--- config.mk ---
export PLATFORM = sky130hd
export DESIGN_NAME = pir_motion_conditioner
export DESIGN_NICKNAME = d
export VERILOG_FILES = /design/src/rtl/smart_home_pkg.sv /design/src/rtl/input_synchronizer.sv /design/src/rtl/pir_motion_conditioner.sv
export SDC_FILE = /design/constraint.sdc
export NUM_CORES = 1
export LEC_CHECK = 0
export BUFFER_PORTS_ARGS = -buffer_cell sky130_fd_sc_hd__buf_2
export CAP_MARGIN = 20
export CORE_ASPECT_RATIO = 1.75
export CORE_MARGIN = 3
export CORE_UTILIZATION = 45
export CTS_CLUSTER_DIAMETER = 200
export DETAILED_ROUTE_END_ITERATION = 12
export PLACE_DENSITY = 0.59
export SETUP_SLACK_MARGIN = 0.4
export SLEW_MARGIN = 20
export SYNTH_ARGS = -nofsm -noshare
export SYNTH_HDL_FRONTEND = slang
export SYNTH_SLANG_ARGS = --single-unit
--- constraint.sdc ---
create_clock -name clk -period 2.4 [get_ports clk]
set_clock_uncertainty 0.05 [all_clocks]
set_input_delay 0.36 -clock clk [delete_from_list [all_inputs] [get_ports clk]]
set_output_delay 0.36 -clock clk [all_outputs]
set_load 0.05 [all_outputs]
--- src/rtl/smart_home_pkg.sv ---
// smart_home_pkg: shared motion-interface state encoding and default timing constants.
package smart_home_pkg;

    typedef enum logic [2:0] {
        IDLE,
        QUALIFY,
        ACTIVE,
        HOLD,
        BLANK,
        FAULT
    } motion_state_t;

    localparam int DEF_SYNC_STAGES     = 2;
    localparam int DEF_DEBOUNCE_CYCLES = 4;
    localparam int DEF_HOLD_CYCLES     = 16;
    localparam int DEF_BLANK_CYCLES    = 8;
    localparam int DEF_STUCK_CYCLES    = 1024;

    function automatic int max2(input int a, input int b);
        return (a > b) ? a : b;
    endfunction

endpackage

--- src/rtl/input_synchronizer.sv ---
// input_synchronizer: multi-flop synchroniser for a single asynchronous input.
module input_synchronizer #(
    parameter int STAGES = 2
) (
    input  logic clk,
    input  logic reset,
    input  logic i_d,
    output logic o_q
);

    logic [STAGES-1:0] r_ff;

    always_ff @(posedge clk or posedge reset) begin
        if (reset) r_ff <= '0;
        else       r_ff <= {r_ff[STAGES-2:0], i_d};
    end

    assign o_q = r_ff[STAGES-1];

endmodule

--- src/rtl/pir_motion_conditioner.sv ---
// pir_motion_conditioner: synchronises, debounces and holds a raw PIR line into a clean
// motion level, with post-hold blanking and stuck-high fault detection.
module pir_motion_conditioner
    import smart_home_pkg::*;
#(
    parameter int SYNC_STAGES     = DEF_SYNC_STAGES,
    parameter int DEBOUNCE_CYCLES = DEF_DEBOUNCE_CYCLES,
    parameter int HOLD_CYCLES     = DEF_HOLD_CYCLES,
    parameter int BLANK_CYCLES    = DEF_BLANK_CYCLES,
    parameter int STUCK_CYCLES    = DEF_STUCK_CYCLES
) (
    input  logic clk,
    input  logic reset,
    input  logic pir_raw,
    input  logic sensor_enable,
    output logic motion_detected,
    output logic motion_event,
    output logic sensor_fault
);

    localparam int CW = $clog2(max2(max2(DEBOUNCE_CYCLES, HOLD_CYCLES),
                                    max2(BLANK_CYCLES, STUCK_CYCLES))) + 1;
    localparam logic [CW-1:0] C_DEB   = CW'(DEBOUNCE_CYCLES - 1);
    localparam logic [CW-1:0] C_HOLD  = CW'(HOLD_CYCLES - 1);
    localparam logic [CW-1:0] C_BLANK = CW'(BLANK_CYCLES - 1);
    localparam logic [CW-1:0] C_STUCK = CW'(STUCK_CYCLES - 1);

    motion_state_t r_state, w_nstate;
    logic [CW-1:0] r_cnt, w_ncnt;
    logic          w_s, w_event;

    input_synchronizer #(.STAGES(SYNC_STAGES)) u_sync (
        .clk   (clk),
        .reset (reset),
        .i_d   (pir_raw),
        .o_q   (w_s)
    );

    // One shared counter; every state change clears it except IDLE->QUALIFY, which counts the first sample.
    always_comb begin
        w_nstate = r_state;
        w_ncnt   = r_cnt + 1'b1;
        if (!sensor_enable) begin
            w_nstate = IDLE;
            w_ncnt   = '0;
        end else begin
            case (r_state)
                IDLE: begin
                    w_nstate = w_s ? ((DEBOUNCE_CYCLES == 1) ? ACTIVE : QUALIFY) : IDLE;
                    w_ncnt   = (w_s && DEBOUNCE_CYCLES != 1) ? CW'(1) : '0;
                end
                QUALIFY: begin
                    if (!w_s)                 begin w_nstate = IDLE;   w_ncnt = '0; end
                    else if (r_cnt == C_DEB)  begin w_nstate = ACTIVE; w_ncnt = '0; end
                end
                ACTIVE: begin
                    if (!w_s)                  begin w_nstate = HOLD;  w_ncnt = '0; end
                    else if (r_cnt == C_STUCK) begin w_nstate = FAULT; w_ncnt = '0; end
                end
                HOLD: begin
                    if (w_s)                  begin w_nstate = ACTIVE; w_ncnt = '0; end
                    else if (r_cnt == C_HOLD) begin w_nstate = BLANK;  w_ncnt = '0; end
                end
                BLANK: begin
                    if (r_cnt == C_BLANK) begin w_nstate = IDLE; w_ncnt = '0; end
                end
                FAULT: begin
                    if (w_s)                  w_ncnt = '0;
                    else if (r_cnt == C_DEB)  begin w_nstate = IDLE; w_ncnt = '0; end
                end
                default: begin
                    w_nstate = IDLE;
                    w_ncnt   = '0;
                end
            endcase
        end
    end

    // A HOLD->ACTIVE retrigger is not a new detection.
    assign w_event = (w_nstate == ACTIVE) && (r_state == IDLE || r_state == QUALIFY);

    always_ff @(posedge clk or posedge reset) begin
        if (reset) begin
            r_state         <= IDLE;
            r_cnt           <= '0;
            motion_detected <= 1'b0;
            motion_event    <= 1'b0;
            sensor_fault    <= 1'b0;
        end else begin
            r_state         <= w_nstate;
            r_cnt           <= w_ncnt;
            motion_detected <= (w_nstate == ACTIVE) || (w_nstate == HOLD);
            motion_event    <= w_event;
            sensor_fault    <= (w_nstate == FAULT);
        end
    end

endmodule
---- After elaboration in Yosys (flattened, before gate mapping) ----
Cells that the tools add are included.
operators by class
  mux-type cells .......................... 23
  divide/modulo/power cells ............... 0
  add/sub/neg operators ................... 1
  shift operators ......................... 0
  reductions and logical operators ........ 4
  bitwise operators ....................... 0
  equal/unequal tests ..................... 12
  magnitude comparators ................... 0
  multiply operators ...................... 0
operators by type and width
  operator                                                           count
  11-bit two-way mux                                                 9
  11-bit case mux with 6 select lines                                1
  3-bit two-way mux                                                  10
  3-bit case mux with 6 select lines                                 1
  3-bit by 2-bit == test with 1-bit output, second input constant    4
  11-bit by 1-bit adder with 11-bit output, second input constant    1
  11-bit by 10-bit == test with 1-bit output, second input constant  1
  11-bit by 2-bit == test with 1-bit output, second input constant   1
  11-bit by 3-bit == test with 1-bit output, second input constant   1
  11-bit by 4-bit == test with 1-bit output, second input constant   1
  3-bit == test, second input constant                               3
  3-bit by 1-bit == test with 1-bit output, second input constant    1
  3-bit zero test                                                    1
  1-bit logical OR                                                   2
  1-bit two-way mux                                                  2
  1-bit logical AND                                                  1
word-level totals
  memories kept ........................... 0
  ROM bits ................................ 0
  latch bits .............................. 0
  bits of input ports ..................... 4
  RAM bits ................................ 0
  output and inout port bits .............. 3
  flip-flop bits (word level) ............. 19

---- Depth between registers and ports, before layout ----
Gate-level depths: netlist of run 1.
  depth after elaboration ................. 7
  gate-level depth with buffers ........... 6
  mapped depth without buffers ............ 6

---- Modules after synthesis ----
A second synthesis of run 1 with hierarchy kept.
unflattened totals
  cells, all modules ...................... 122
  area total of the unflattened synthesis .. 1157.4 µm²
by module, submodules not included
  module                  area each (µm²)  cells an instance  sequential area each (µm²)  instances
  pir_motion_conditioner  1103.6           119                425.4                       1
  input_synchronizer      53.8             3                  50.0                        1

---- Least setup slack after synthesis of run 1 ----
Ideal clock, no wire load.
  path type ............................... register to register
  start point ............................. register r_cnt[0]
  end point ............................... register r_cnt[2]
  path slack .............................. 363 ps
  library setup time ...................... 133 ps
  data arrival time ....................... 1854 ps
  stages on the path, launching flop included .. 7
  clock period less this slack ............ 2037 ps
  data required time ...................... 2217 ps
  path through ............................ dfrtp_1 -> ha_1 -> nor4b_4 -> nand3b_2 -> o31a_1 -> o311ai_4 -> nor2_1
between the ends
  word-level cells in the longest chain between the ends .. 5
ends and longest elaborated chain
  what                                                              RTL line                      RTL
  from (decl)                                                       pir_motion_conditioner.sv:29  logic [CW-1:0] r_cnt, w_ncnt;
  from (signal assigned)                                            pir_motion_conditioner.sv:91  r_cnt <= w_ncnt;
  11-bit by 1-bit adder with 11-bit output (tied with other cells)  pir_motion_conditioner.sv:42  w_ncnt = r_cnt + 1'b1;
  11-bit two-way mux (on tied branches) (2 in series)               n/a
  11-bit case mux with 6 select lines *                             pir_motion_conditioner.sv:47  case (r_state)
  11-bit two-way mux *                                              pir_motion_conditioner.sv:43  if (!sensor_enable) begin
  net w_ncnt[2]                                                     pir_motion_conditioner.sv:29
The timed path passes the listed nets; every way through them passes the cells marked *.

---- Worst setup path in the final report of run 1 ----
  start point ............................. register r_cnt[4]
  end point ............................... register r_cnt[5]
Same word-level chain as after synthesis.

==> impl_metrics.json, run 1 <==
{
  "syn_nets": 118,
  "p_per_area_nw_per_um2": 451,
  "cts_max_level": 1,
  "layout_commonest_cell": "dfrtp_1",
  "grt_pass1_vias": 1013,
  "status": "complete, no violations",
  "fp.dieH_um": 72.3,
  "antenna_found_initial": 0,
  "cp_data_arrival_time_ns": 2.11,
  "synth_mux_area_share_pct": 0.885,
  "grt_overflow": 0,
  "crit_type": "reg2reg",
  "route.detailed.drc": 0,
  "crit_fanout": 7,
  "period_needed_ns": 2.01,
  "wl_mm": 2.71,
  "synthAdderAreaFrac_pct": 1.11,
  "power_frac_clock_pct": 37.3,
  "reg2reg_from": "r_cnt[4]",
  "synth_compound_area_share_pct": 17.0,
  "grt_pass1_wl_mm": 4.53,
  "gp_congestion": 0.830,
  "dieArea_um2": 3170,
  "clk_latency_ns": 0.26,
  "n_fill_cell": 211,
  "crit_start": "r_cnt[4]",
  "synth-simple-area-share_pct": 27.8,
  "timing.rr.end": "r_cnt[5]",
  "antenna_cells": 0,
  "slew_headroom_pct": 52.9,
  "first_pass_iters": 4,
  "layout-drive-gt1-share_pct": 29.2,
  "grt_max_degree": 20,
  "syn_area_per_cell_um2": 10.0,
  "area_growth_pct": 16.9,
  "p_int_uw": 459,
  "cts_buffers": 3,
  "yosysSeqAreaShare_pct": 42.0,
  "layout_common_cells": "dfrtp_1 (18), nand2_1 (11), nor2_1 (9), buf_4 (9)",
  "worstSetupStartpointType": "flop",
  "post-dp-hpwl_mm": 1.92,
  "crit_path_end_kind": "flop",
  "p_switching_uw": 138,
  "clk_pin_slew_ns": 0.07,
  "synth_top_family_by_area": "simple AND/OR/NAND/NOR gates",
  "final_max_slew_viol_count": 0,
  "finalCritPeriodShare_pct": 83.7,
  "vias_per_cell": 6.06,
  "holdBufCountCts": 0,
  "num_rows": 23,
  "grt_setup_unrepaired": "true",
  "hold_path.class": "in2async",
  "clock_path_buffers": 2,
  "finish.utilization_pct": 56.7,
  "drt_iter0_drc": 29,
  "synth_xor_area_share_pct": 6.97,
  "drtAntennaViolNets": 0,
  "p_leak_uw": 0.000524,
  "grt_usage_pct": 19.1,
  "synthCells": 113,
  "cts_tree": "yes",
  "seqPwrFrac_pct": 55.4,
  "vdd_drop_max_mv": 0.315,
  "max_freq_mhz": 498,
  "die_w_um": 43.9,
  "port_buffers": 6,
  "avgRoutedWirePerCell_um": 17.5,
  "clockRootBuffer": "clkbuf_8",
  "swShare_pct": 23.1,
  "ys_types": 39,
  "drv_cap": 0,
  "ff2ff_path_depth": 7,
  "tightest_slew_ns": 0.705,
  "core_area_um2": 2330,
  "setup_viol": 0,
  "reg2reg_setup_slack_ns": 0.39,
  "yosysWarnings": 0,
  "hold_viol_final": 0,
  "vias": 940,
  "clkSinkCount": 19,
  "netlist_area_um2": 1130,
  "required_ns": 2.50,
  "finalNetCount": 136,
  "ioPinCount": 7,
  "p_comb_share_pct": 7.3,
  "timing.setup.tns_ns": 0,
  "initial_utilization_pct": 48.5,
  "ys_seq_elements": 19
}
==> power groups by stage <==
| stage | registers (µW) | logic (µW) | clock network [µW] |
|---|---|---|---|
| 2_1_floorplan | 334 | 31.3 | 0 |
| 3_3_place_gp | 337 | 37.0 | 0 |
| 3_5_place_dp | 337 | 37.6 | 0 |
| 4_1_cts | 331 | 42.8 | 229 |
| 5_1_grt | 332 | 48.8 | 232 |
| 6_report | 331 | 43.3 | 223 |
==> state kept, by name, summed over array words and instances (netlist names) <==
| name | cells |
|---|---|
| r_state | 3 |
| motion_event | 1 |
| r_cnt | 11 |
| sensor_fault | 1 |
| u_sync.r_ff | 2 |
| motion_detected | 1 |
==> metal layers <==
layer	routed length (µm)	up-vias	GRT usage, %
met1	973	454	20.0
li1	-	448	-
met5	0	-	0
met3	92	9	2.23
met4	96	0	10.7
met2	1550	29	34.9
==> cell families after synthesis <==
| family | count (synthesis) |
|---|---|
| AOI/OAI and AO/OA | 25 |
| xor gates and xnor gates | 9 |
| adders and majority gates | 1 |
| buffers and inverters | 7 |
| DFF | 19 |
| muxes | 1 |
| and+or+nand+nor | 51 |
==> stage by stage <==
step	worst slack (ns)	hold WS (ns)	cell area, µm²	power [µW]	cells
finish	0.392	0.154	1320	597	155
CTS	0.403	0.154	1280	603	153
detailed placement	0.141	0.293	1180	375	144
global placement	0.253	0.291	1180	374	144
floorplan	0.406	0.261	1130	365	113
global route	0.292	0.159	1320	613	155
==> worst max-delay path, cell delays in order (launching register included) <==
cell      delay [ns]
dfrtp_1         0.45
nor4b_4         0.29
buf_4           0.19
nand3b_4        0.08
o31a_1          0.38
o311ai_4        0.24
buf_6           0.17
nor2_1          0.05
==> Yosys cell counts <==
library cell / n / area share, %
nor2_1: 12 / 4.0
clkbuf_8: 2 / 2.4
o21ai_0: 3 / 1.3
o31ai_1: 1 / 0.66
nand4_1: 5 / 2.8
nand2_1: 11 / 3.7
o22a_1: 2 / 1.5
a211oi_1: 4 / 2.7
or4_1: 1 / 0.66
a21oi_1: 5 / 2.2
o21a_1: 1 / 0.66
and4_2: 1 / 0.88
a21boi_1: 1 / 0.66
nand2b_1: 2 / 1.1
a41oi_1: 1 / 0.77
xor2_1: 6 / 4.6
ha_1: 1 / 1.1
buf_2: 1 / 0.44
nor3_1: 4 / 1.8
nand3_1: 3 / 1.3
a311oi_1: 1 / 0.77
dfrtp_1: 19 / 42
xnor2_1: 3 / 2.3
mux2i_1: 1 / 0.88
o31a_1: 2 / 1.5
nor3_2: 1 / 0.88
nor4b_4: 1 / 2.1
a31oi_1: 1 / 0.55
o22ai_1: 1 / 0.55
or2_2: 2 / 1.1
nor4_4: 1 / 1.9
o311ai_4: 1 / 2.3
and4bb_2: 2 / 2.2
and2_1: 2 / 1.1
nand3b_2: 1 / 1.0
and2b_2: 1 / 0.77
inv_1: 4 / 1.3
a211o_1: 1 / 0.77
nor4_1: 1 / 0.55
==> what timing repair did <==
item / 4_1_cts / 5_1_grt
setup buffers: 5 / 2
endpoints found under the setup margin: 15 / 14
resized for setup: 4 / 8
pin swaps: 3 / 3
==> final cells by class <==
cell class / instances / area (µm²) / share of cell area (%)
Sequential cell: 19 / 477 / 36.0
Inverter: 4 / 15.0 / 1.14
Multi-Input combinational cell: 87 / 646 / 48.8
Tap cell: 25 / 31.3 / 2.37
Timing Repair Buffer: 16 / 109 / 8.23
Clock buffer: 4 / 45.0 / 3.41
==> worst max-delay path by stage <==
| stage | cells past startpoint | end |
|---|---|---|
| floorplan | 6 | r_cnt[2] |
| global placement | 6 | r_cnt[3] |
| detailed placement | 6 | r_cnt[7] |
| CTS | 8 | r_cnt[2] |
| global route | 8 | r_cnt[2] |
| finish | 7 | r_cnt[5] |
No activity file was read; power rests on OpenSTA's default activity.
==> run 2, diff against run 1 <==
==> constraint.sdc (replaced) <==
create_clock -name clk -period 2.05 [get_ports clk]
set_clock_uncertainty 0.05 [all_clocks]
set_input_delay 0.3075 -clock clk [delete_from_list [all_inputs] [get_ports clk]]
set_output_delay 0.3075 -clock clk [all_outputs]
set_load 0.05 [all_outputs]
==> run 2 against run 1 <==
  * Count of clock-buffer cells in the layout unchanged
  * Worst hold slack worse by 0.049 ns
  * Highest routed layer unchanged
  * Largest power group unchanged
  * Utilization rose by 4.9 points
  * Global-route usage is 0.69 points lower
  * Critical path type unchanged
==> impl_metrics.json, run 2 (synthesized netlist as in run 1, its figures left out) <==
{
  "status": "complete, no violations",
  "grt_max_degree": 20,
  "layout_common_cells": "buf_4 (19), dfrtp_1 (16), nor2_1 (12), nand2_1 (10)",
  "wl_mm": 2.68,
  "clockRootBuffer": "clkbuf_8",
  "met2_usage_pct": 32.3,
  "top_usage_layer": "met2",
  "timing.setup.tns_ns": 0,
  "gp_congestion": 0.917,
  "required_ns": 2.14,
  "tightest_slew_ns": 0.714,
  "cp_data_arrival_time_ns": 2.03,
  "drt_iter0_drc": 19,
  "clk_pin_slew_ns": 0.07,
  "grt_setup_unrepaired": "true",
  "initial_utilization_pct": 48.5,
  "ioPinCount": 7,
  "post-dp-hpwl_mm": 1.94,
  "num_rows": 23,
  "grt_usage_pct": 18.4,
  "max_freq_mhz": 516,
  "antenna_found_initial": 0,
  "final_max_slew_viol_count": 0,
  "layout_commonest_cell": "buf_4",
  "dieArea_um2": 3170,
  "finish.utilization_pct": 61.7,
  "dp_worst_setup_slack_ns": 0.00910,
  "crit_type": "reg2reg",
  "port_buffers": 6,
  "fin_ws_ns": 0.112,
  "area_growth_pct": 27.1,
  "cts_buffers": 3,
  "regMostFlops": "r_cnt",
  "slew_headroom_pct": 52.4,
  "fin_area_um2": 1440,
  "drtAntennaViolNets": 0,
  "avgRoutedWirePerCell_um": 16.1,
  "vdd_drop_max_mv": 0.306,
  "layout-drive-gt1-share_pct": 39.0,
  "crit_fanout": 8,
  "grt_pass1_wl_mm": 4.40,
  "die_w_um": 43.9,
  "clock_path_buffers": 2,
  "core_area_um2": 2330,
  "hold_viol_final": 0,
  "largest_register_ffs": 11,
  "cts_tree": "yes",
  "cts_max_level": 1,
  "antenna_cells": 0,
  "first_pass_iters": 4,
  "clk_latency_ns": 0.26,
  "p_per_area_nw_per_um2": 492,
  "reg_top3": "r_cnt: 11 flops, r_state: 3 flops, u_sync.r_ff: 2 flops",
  "finalNetCount": 147,
  "setup_viol": 0,
  "route.detailed.drc": 0,
  "finalCritPeriodShare_pct": 94.5,
  "placed_area_um2": 1250,
  "drv_cap": 0,
  "p_leak_uw": 0.000576,
  "grt_use_met3_pct": 2.98,
  "period_needed_ns": 1.94,
  "grt_overflow": 0,
  "grt_pass1_vias": 1006,
  "fp.dieH_um": 72.3,
  "grt_util_met1_pct": 19.9,
  "crit_path_end_kind": "flop",
  "clkSinkCount": 19,
  "vias": 953,
  "worstSetupStartpointType": "flop",
  "vias_per_cell": 5.74,
  "hold_path.class": "in2async"
}
## run 2: cell count changes in the layout (fill, tap and decap cells not counted), moves of 2 or more
| cell | previous run | this run |
|---|---|---|
| dfrtp_2 | 1 | 3 |
| nor2_2 | 3 | 0 |
| nor2_1 | 9 | 12 |
| dfrtp_1 | 18 | 16 |
| buf_4 | 9 | 19 |
## run 2: layout make-up
type / instances / area [µm²]
fill: 198 / 893
multi-input combinational: 87 / 672
tap: 25 / 31.3
sequential: 19 / 479
clock buffer: 4 / 45.0
timing repair buffer: 27 / 195
inverter: 4 / 15.0
## run 2: per-stage QoR
stage               total power, µW  hold slack (ns)  instances
floorplan                       429            0.209        113
global placement                444            0.286        151
detailed placement              445            0.287        151
CTS                             708            0.109        161
global route                    732            0.106        166
finish                          707            0.105        166
## run 2: what timing repair did
action	4_1_cts	5_1_grt
hold endpoints to repair	0	0
pin swaps	5	5
buffers inserted	6	5
hold buffers	0	0
endpoints found under the setup margin	17	17
resized for setup	2	13
## run 2: where the power goes
part	internal [µW]	leakage, µW	total, µW	switching, µW
Sequential	380	0.000254	385	5.41
Combinational	24.3	0.000299	59.8	35.5
Clock	138	0.0000228	262	123
Total	542	0.000576	707	164
## run 2: routing by layer
layer / share of wire [%] / wire length (µm)
met4: 2.9 / 77
met3: 1.8 / 47
met2: 56 / 1490
met1: 40 / 1060
met5: 0 / 0
## run 2: final timing paths
kind	endpoint	slack (ns)	start	cells after the start
min in group clk	u_sync.r_ff[0]	0.11	pir_raw	1
worst max register to register	r_cnt[4]	0.11	u_sync.r_ff[1]	6
worst min-delay path	r_state[0]	0.11	reset	2
worst min register to register	u_sync.r_ff[1]	0.30	u_sync.r_ff[0]	0
max in group asynchronous	r_cnt[4]	1.35	reset	2
worst max-delay path	r_cnt[4]	0.11	u_sync.r_ff[1]	6
## run 2: critical path, stage by stage, from the launching register on
cell and delay (ns):
dfrtp_1 0.46, and4bb_2 0.31, o22a_1 0.24, o22a_4 0.26, o311ai_4 0.30, buf_6 0.17, nor2_1 0.05
